==> src/rtl/cmp_serial_multibit.sv <==
// Sequential magnitude comparator: walks two WIDTH-bit operands MSB-first, CHUNK bits per
// clock, stopping at the first differing chunk; start/busy/done handshake.
//
// state | meaning
// IDLE  | waiting for start; outcome registers hold the last result
// SCAN  | comparing one chunk pair per clock, MSB chunk first
module cmp_serial_multibit #(
    parameter int WIDTH = 16,
    parameter int CHUNK = 4
) (
    input  logic             clk,
    input  logic             rst_n,
    input  logic             start,
    input  logic [WIDTH-1:0] a,
    input  logic [WIDTH-1:0] b,
    input  logic [2:0]       mode,
    input  logic             signed_en,
    output logic             busy,
    output logic             done,
    output logic             result,
    output logic             gt,
    output logic             eq,
    output logic             lt
);

    localparam int N  = WIDTH / CHUNK;
    localparam int IW = (N > 1) ? $clog2(N) : 1;
    localparam logic [IW-1:0] LAST = IW'(N - 1);

    localparam logic [2:0] MODE_GE = 3'd0;
    localparam logic [2:0] MODE_GT = 3'd1;
    localparam logic [2:0] MODE_LT = 3'd2;
    localparam logic [2:0] MODE_LE = 3'd3;
    localparam logic [2:0] MODE_EQ = 3'd4;
    localparam logic [2:0] MODE_NE = 3'd5;

    typedef enum logic {
        IDLE = 1'b0,
        SCAN = 1'b1
    } state_t;

    state_t           state, state_nxt;
    logic [WIDTH-1:0] a_q, b_q;
    logic [2:0]       mode_q;
    logic             signed_q;
    logic [IW-1:0]    idx;

    logic [CHUNK-1:0] ca, cb;
    logic             chunk_gt, chunk_lt, chunk_ne, last, finish, res_nxt;

    // Operands shift left each step, so the chunk under test is always the top CHUNK bits.
    always_comb begin
        ca = a_q[WIDTH-1 -: CHUNK];
        cb = b_q[WIDTH-1 -: CHUNK];
        if (signed_q && (idx == '0)) begin
            ca[CHUNK-1] = ~ca[CHUNK-1];
            cb[CHUNK-1] = ~cb[CHUNK-1];
        end
        chunk_gt = (ca > cb);
        chunk_lt = (ca < cb);
        chunk_ne = (ca != cb);
        last     = (idx == LAST);
        finish   = chunk_ne || last;
    end

    always_comb begin
        res_nxt = 1'b0;
        case (mode_q)
            MODE_GE: res_nxt = !chunk_lt;
            MODE_GT: res_nxt = chunk_gt;
            MODE_LT: res_nxt = chunk_lt;
            MODE_LE: res_nxt = !chunk_gt;
            MODE_EQ: res_nxt = !chunk_ne;
            MODE_NE: res_nxt = chunk_ne;
            default: res_nxt = 1'b0;
        endcase
    end

    always_ff @(posedge clk or negedge rst_n) begin
        if (!rst_n) state <= IDLE;
        else        state <= state_nxt;
    end

    always_comb begin
        state_nxt = state;
        case (state)
            IDLE:    if (start)  state_nxt = SCAN;
            SCAN:    if (finish) state_nxt = IDLE;
            default: state_nxt = IDLE;
        endcase
    end

    always_comb begin
        busy = (state == SCAN);
    end

    always_ff @(posedge clk or negedge rst_n) begin
        if (!rst_n) begin
            a_q      <= '0;
            b_q      <= '0;
            mode_q   <= '0;
            signed_q <= 1'b0;
            idx      <= '0;
            done     <= 1'b0;
            result   <= 1'b0;
            gt       <= 1'b0;
            eq       <= 1'b0;
            lt       <= 1'b0;
        end else begin
            done <= 1'b0;
            if (state == IDLE) begin
                if (start) begin
                    a_q      <= a;
                    b_q      <= b;
                    mode_q   <= mode;
                    signed_q <= signed_en;
                    idx      <= '0;
                end
            end else if (finish) begin
                done   <= 1'b1;
                result <= res_nxt;
                gt     <= chunk_gt;
                eq     <= !chunk_ne;
                lt     <= chunk_lt;
            end else begin
                idx <= idx + IW'(1);
                a_q <= a_q << CHUNK;
                b_q <= b_q << CHUNK;
            end
        end
    end

endmodule
==> config.mk <==
export PLATFORM = sky130hd
export DESIGN_NAME = cmp_serial_multibit
export DESIGN_NICKNAME = d
export VERILOG_FILES = /design/src/rtl/cmp_serial_multibit.sv
export SDC_FILE = /design/constraint.sdc
export NUM_CORES = 1
export LEC_CHECK = 0
export CAP_MARGIN = 20
export CORE_MARGIN = 1.5
export CORE_UTILIZATION = 45
export DETAILED_ROUTE_END_ITERATION = 12
export PLACE_DENSITY = 0.71
export SYNTH_ARGS = -nofsm -noshare
export SYNTH_HDL_FRONTEND = slang
export SYNTH_SLANG_ARGS = --single-unit
==> constraint.sdc <==
create_clock -name clk -period 2.6 [get_ports clk]
set_clock_uncertainty 0.2 [all_clocks]
set_input_delay 0.39 -clock clk [delete_from_list [all_inputs] [get_ports clk]]
set_output_delay 0.39 -clock clk [all_outputs]
set_load 0.05 [all_outputs]
==> impl_results.md <==
- Worst setup path start: a_q[14]$_DFFE_PN0P_
- Total gr overflow: 0
- Initial DRC count: between 40 and 50
- Crit path DAT: 2.21 ns
- Critical path endpoint category: flop
- Port Buffer Count: 44
- Count of cell types in the netlist: 30
- Routed Wire Length: 3.84 mm
- Crit Path Category: reg2reg
- Sequential area share after synthesis: 53.4%
- Layout cell share with drive strength beyond 1: 9.66%
- GPL Wtd Cong: 0.764
- R2R Setup Slk: 0.40 ns
- # fillers: 382
- Maximum VDD drop: between 500 and 600 uV
- CTS Buf Count: 5
- Top Ports: between 40 and 50
- Critical path required time: 2.62 ns
- Via/cell ratio: 5.21
- Post-synthesis cell area: 2060 um^2
- Reg2Reg Launch Point: a_q[14]$_DFFE_PN0P_
- Core ar.: 4380 um^2
- Reg-to-reg endpoint: b_q[15]$_DFFE_PN0P_
- H-tree lvl count: 2
- Via count: around 1.5k
- Async S/R FF share, synth: 100%
- Final period utilization: 84.4%
- Max Cap Viol: 0
- Routed len/inst: 13.2 um
- Crit path time final: approximately 2.2 ns
- Fin. max-slew vios: 0
- Clock Root Buffer: clkbuf_8
- Sequence of cells on the critical path: ha_1 > nand3_1 > nor3_2 > a21oi_4 > inv_2 > buf_4 > nor2_1 > a21oi_1
- First-pass GRT wire length: 6.96 mm
- Post-CTS setup buffer count: 0
- CTS tree: yes
- Lkg Pwr: about 1.2 nW
- Final Hold Fails: 0
- Worst-path clk slew: 0.08 ns
- Slew of the pin with the lowest slew margin: 0.538 ns
- Setup Viol. Count Final: 0
- CTS Buffer Depth: 2
- CP peak stage delay: approximately 0.4 ns
- Status: completed
- Vias in the first global route: 1522
- Worst Setup Start Kind: flop
- Slowest CP cell: dfrtp_1
- R2R cell count: 8
- Number of routed nets with antenna violations: 0
- Drt first pass iters: 6
- DIE AREA: 5000 um^2
- Worst-path maximum fanout: 30
- Fmax: between 400 and 500 MHz
- Crit path to: b_q[15]$_DFFE_PN0P_
- # clock sinks: 44
- Antenna violations before repair: 0
- Die W: slightly above 70 um
- Hpwl dp: between 2 and 3 mm
- Post-CTS resize count: 0
- Commonest cells in the synthesized netlist: dfrtp_1 (44), a21oi_1 (28), mux2i_1 (26), nor2_1 (24), inv_1 (9)
- Net Count, Synth: 234
- Diodes inserted: 0
- Synth top area share: 53.4%
- Ys Warns: 0
- Rows: 24
- Dominant cells by area after synthesis: dfrtp_1 (53%), mux2i_1 (13%), a21oi_1 (6.8%)
- Number of enable flip-flop cells after synthesis: 0
- Final #Nets: 282
- Worst skew pair latency: 0.30 ns
- Relative slew slack: a little under two thirds
- Pin count of the biggest net entering global routing: 31
- Synthesized flop and latch total: 44
- Synth-to-Final Area Change: 28.1%
- PwrDens: 1080 nW/um^2
- Area leader, netlist: dfrtp_1
- Mean Syn Cell Area: 10.9 um^2
- Final worst-path setup slack: 0.404 ns
- Mapped Cells: between 150 and 200
- Die height: 70.7 um
- Count leader, synth: dfrtp_1
- DRC viols: 0
- Initial Utilization: between 40 and 50%
- Worst min path class: reg2reg
- Place WS: between 0.4 and 0.5 ns
- Dominant synthesized flop cell: dfrtp_1
- RSZ-0062 raised after global routing: false
- Total Routing Usage GR: approximately 18%
- Setup TNS: 0 ns
flip-flops by register name (all words and copies together), names as in the netlist:
signal	count
lt	1
mode_q	3
result	1
a_q	16
busy	1
gt	1
eq	1
idx	2
b_q	16
signed_q	1
done	1
layer usage:
layer	part of all wire (%)	global-route usage, %
met5	0	0
met4	1.3	6.29
met3	4.8	4.42
met2	47	28.2
met1	47	23.7
final cells by class:
type                    instances  area (um^2)  area share [%]
multi-input cells             125          863            32.7
well taps                      52         65.1            2.46
clock buffers                   5         68.8            2.60
clock inverters                 2         12.5           0.473
inverters                      10         37.5            1.42
flip-flops and latches         44         1100            41.6
repair buffers                 52          495            18.7
what timing repair did:
| action | in CTS | in global routing |
|---|---|---|
| hold buffers | 1 | 0 |
| endpoints found under the setup margin | 0 | 0 |
| endpoints found under the hold margin | 17 | 0 |
where the power goes:
part           leakage, nW  switching [W]  internal, W
registers            0.514       0.000178     0.000991
clock network       0.0400       0.000225     0.000182
logic                0.601       0.000712     0.000569
total                 1.15        0.00111      0.00174
worst max-delay path: cells and delay by family, from the launching register on:
kind,cells,cell delay (ns)
and+or+nand+nor,3,0.55
DFF,1,0.39
buffers and inverters,2,0.35
adders and majority gates,1,0.32
AOI/OAI and AO/OA,2,0.29
stage by stage:
stage / hold WS (ns) / area (um^2) / utilization (%) / power [W] / instances
6_report: 0.293 / 2640 / 60.3 / 0.00286 / 290
2_1_floorplan: -0.106 / 2060 / - / 0.00215 / 190
3_5_place_dp: 0.169 / 2550 / 58.2 / 0.00248 / 282
3_3_place_gp: 0.156 / 2550 / 58.2 / 0.00245 / 282
5_1_grt: 0.319 / 2640 / 60.3 / 0.00311 / 290
4_1_cts: 0.292 / 2640 / 60.3 / 0.00289 / 290
logic make-up (layout without fill, tap and decap cells):
family / after synthesis / in the layout / share of synthesized area, %
adders and majority gates: 5 / 5 / 3.03
and+or+nand+nor: 40 / 40 / 8.55
xor gates and xnor gates: 2 / 2 / 1.21
DFF: 44 / 44 / 53.4
muxes: 28 / 28 / 13.7
AOI/OAI and AO/OA: 50 / 50 / 15.3
buffers and inverters: 21 / 69 / 4.79
layout by cell type, fill, tap and decap left out, drive strengths merged, types with 2 or more instances in the layout:
master | netlist | routed
dfrtp | 44 | 44
clkdlybuf4s50 | 0 | 42
a21oi | 29 | 29
mux2i | 26 | 26
nor2 | 24 | 24
inv | 10 | 10
buf | 6 | 9
a22o | 8 | 8
nand2 | 7 | 7
o21ai | 5 | 5
ha | 5 | 5
clkbuf | 5 | 5
or2 | 2 | 2
a21boi | 2 | 2
nand2b | 2 | 2
mux2 | 2 | 2
o22ai | 2 | 2
worst min path at each step:
| stage | start | end | slack (ns) | cells after the start |
|---|---|---|---|---|
| 6_report | result$_DFFE_PN0P_ | result$_DFFE_PN0P_ | 0.29 | 2 |
| 3_5_place_dp | rst_n | result$_DFFE_PN0P_ | 0.17 | 1 |
| 4_1_cts | result$_DFFE_PN0P_ | result$_DFFE_PN0P_ | 0.29 | 2 |
| 3_3_place_gp | rst_n | done$_DFF_PN0_ | 0.16 | 1 |
| 5_1_grt | b_q[3]$_DFFE_PN0P_ | b_q[3]$_DFFE_PN0P_ | 0.32 | 1 |
| 2_1_floorplan | rst_n | a_q[0]$_DFFE_PN0P_ | -0.11 | 0 |
Power figures use the tool's default switching activity.
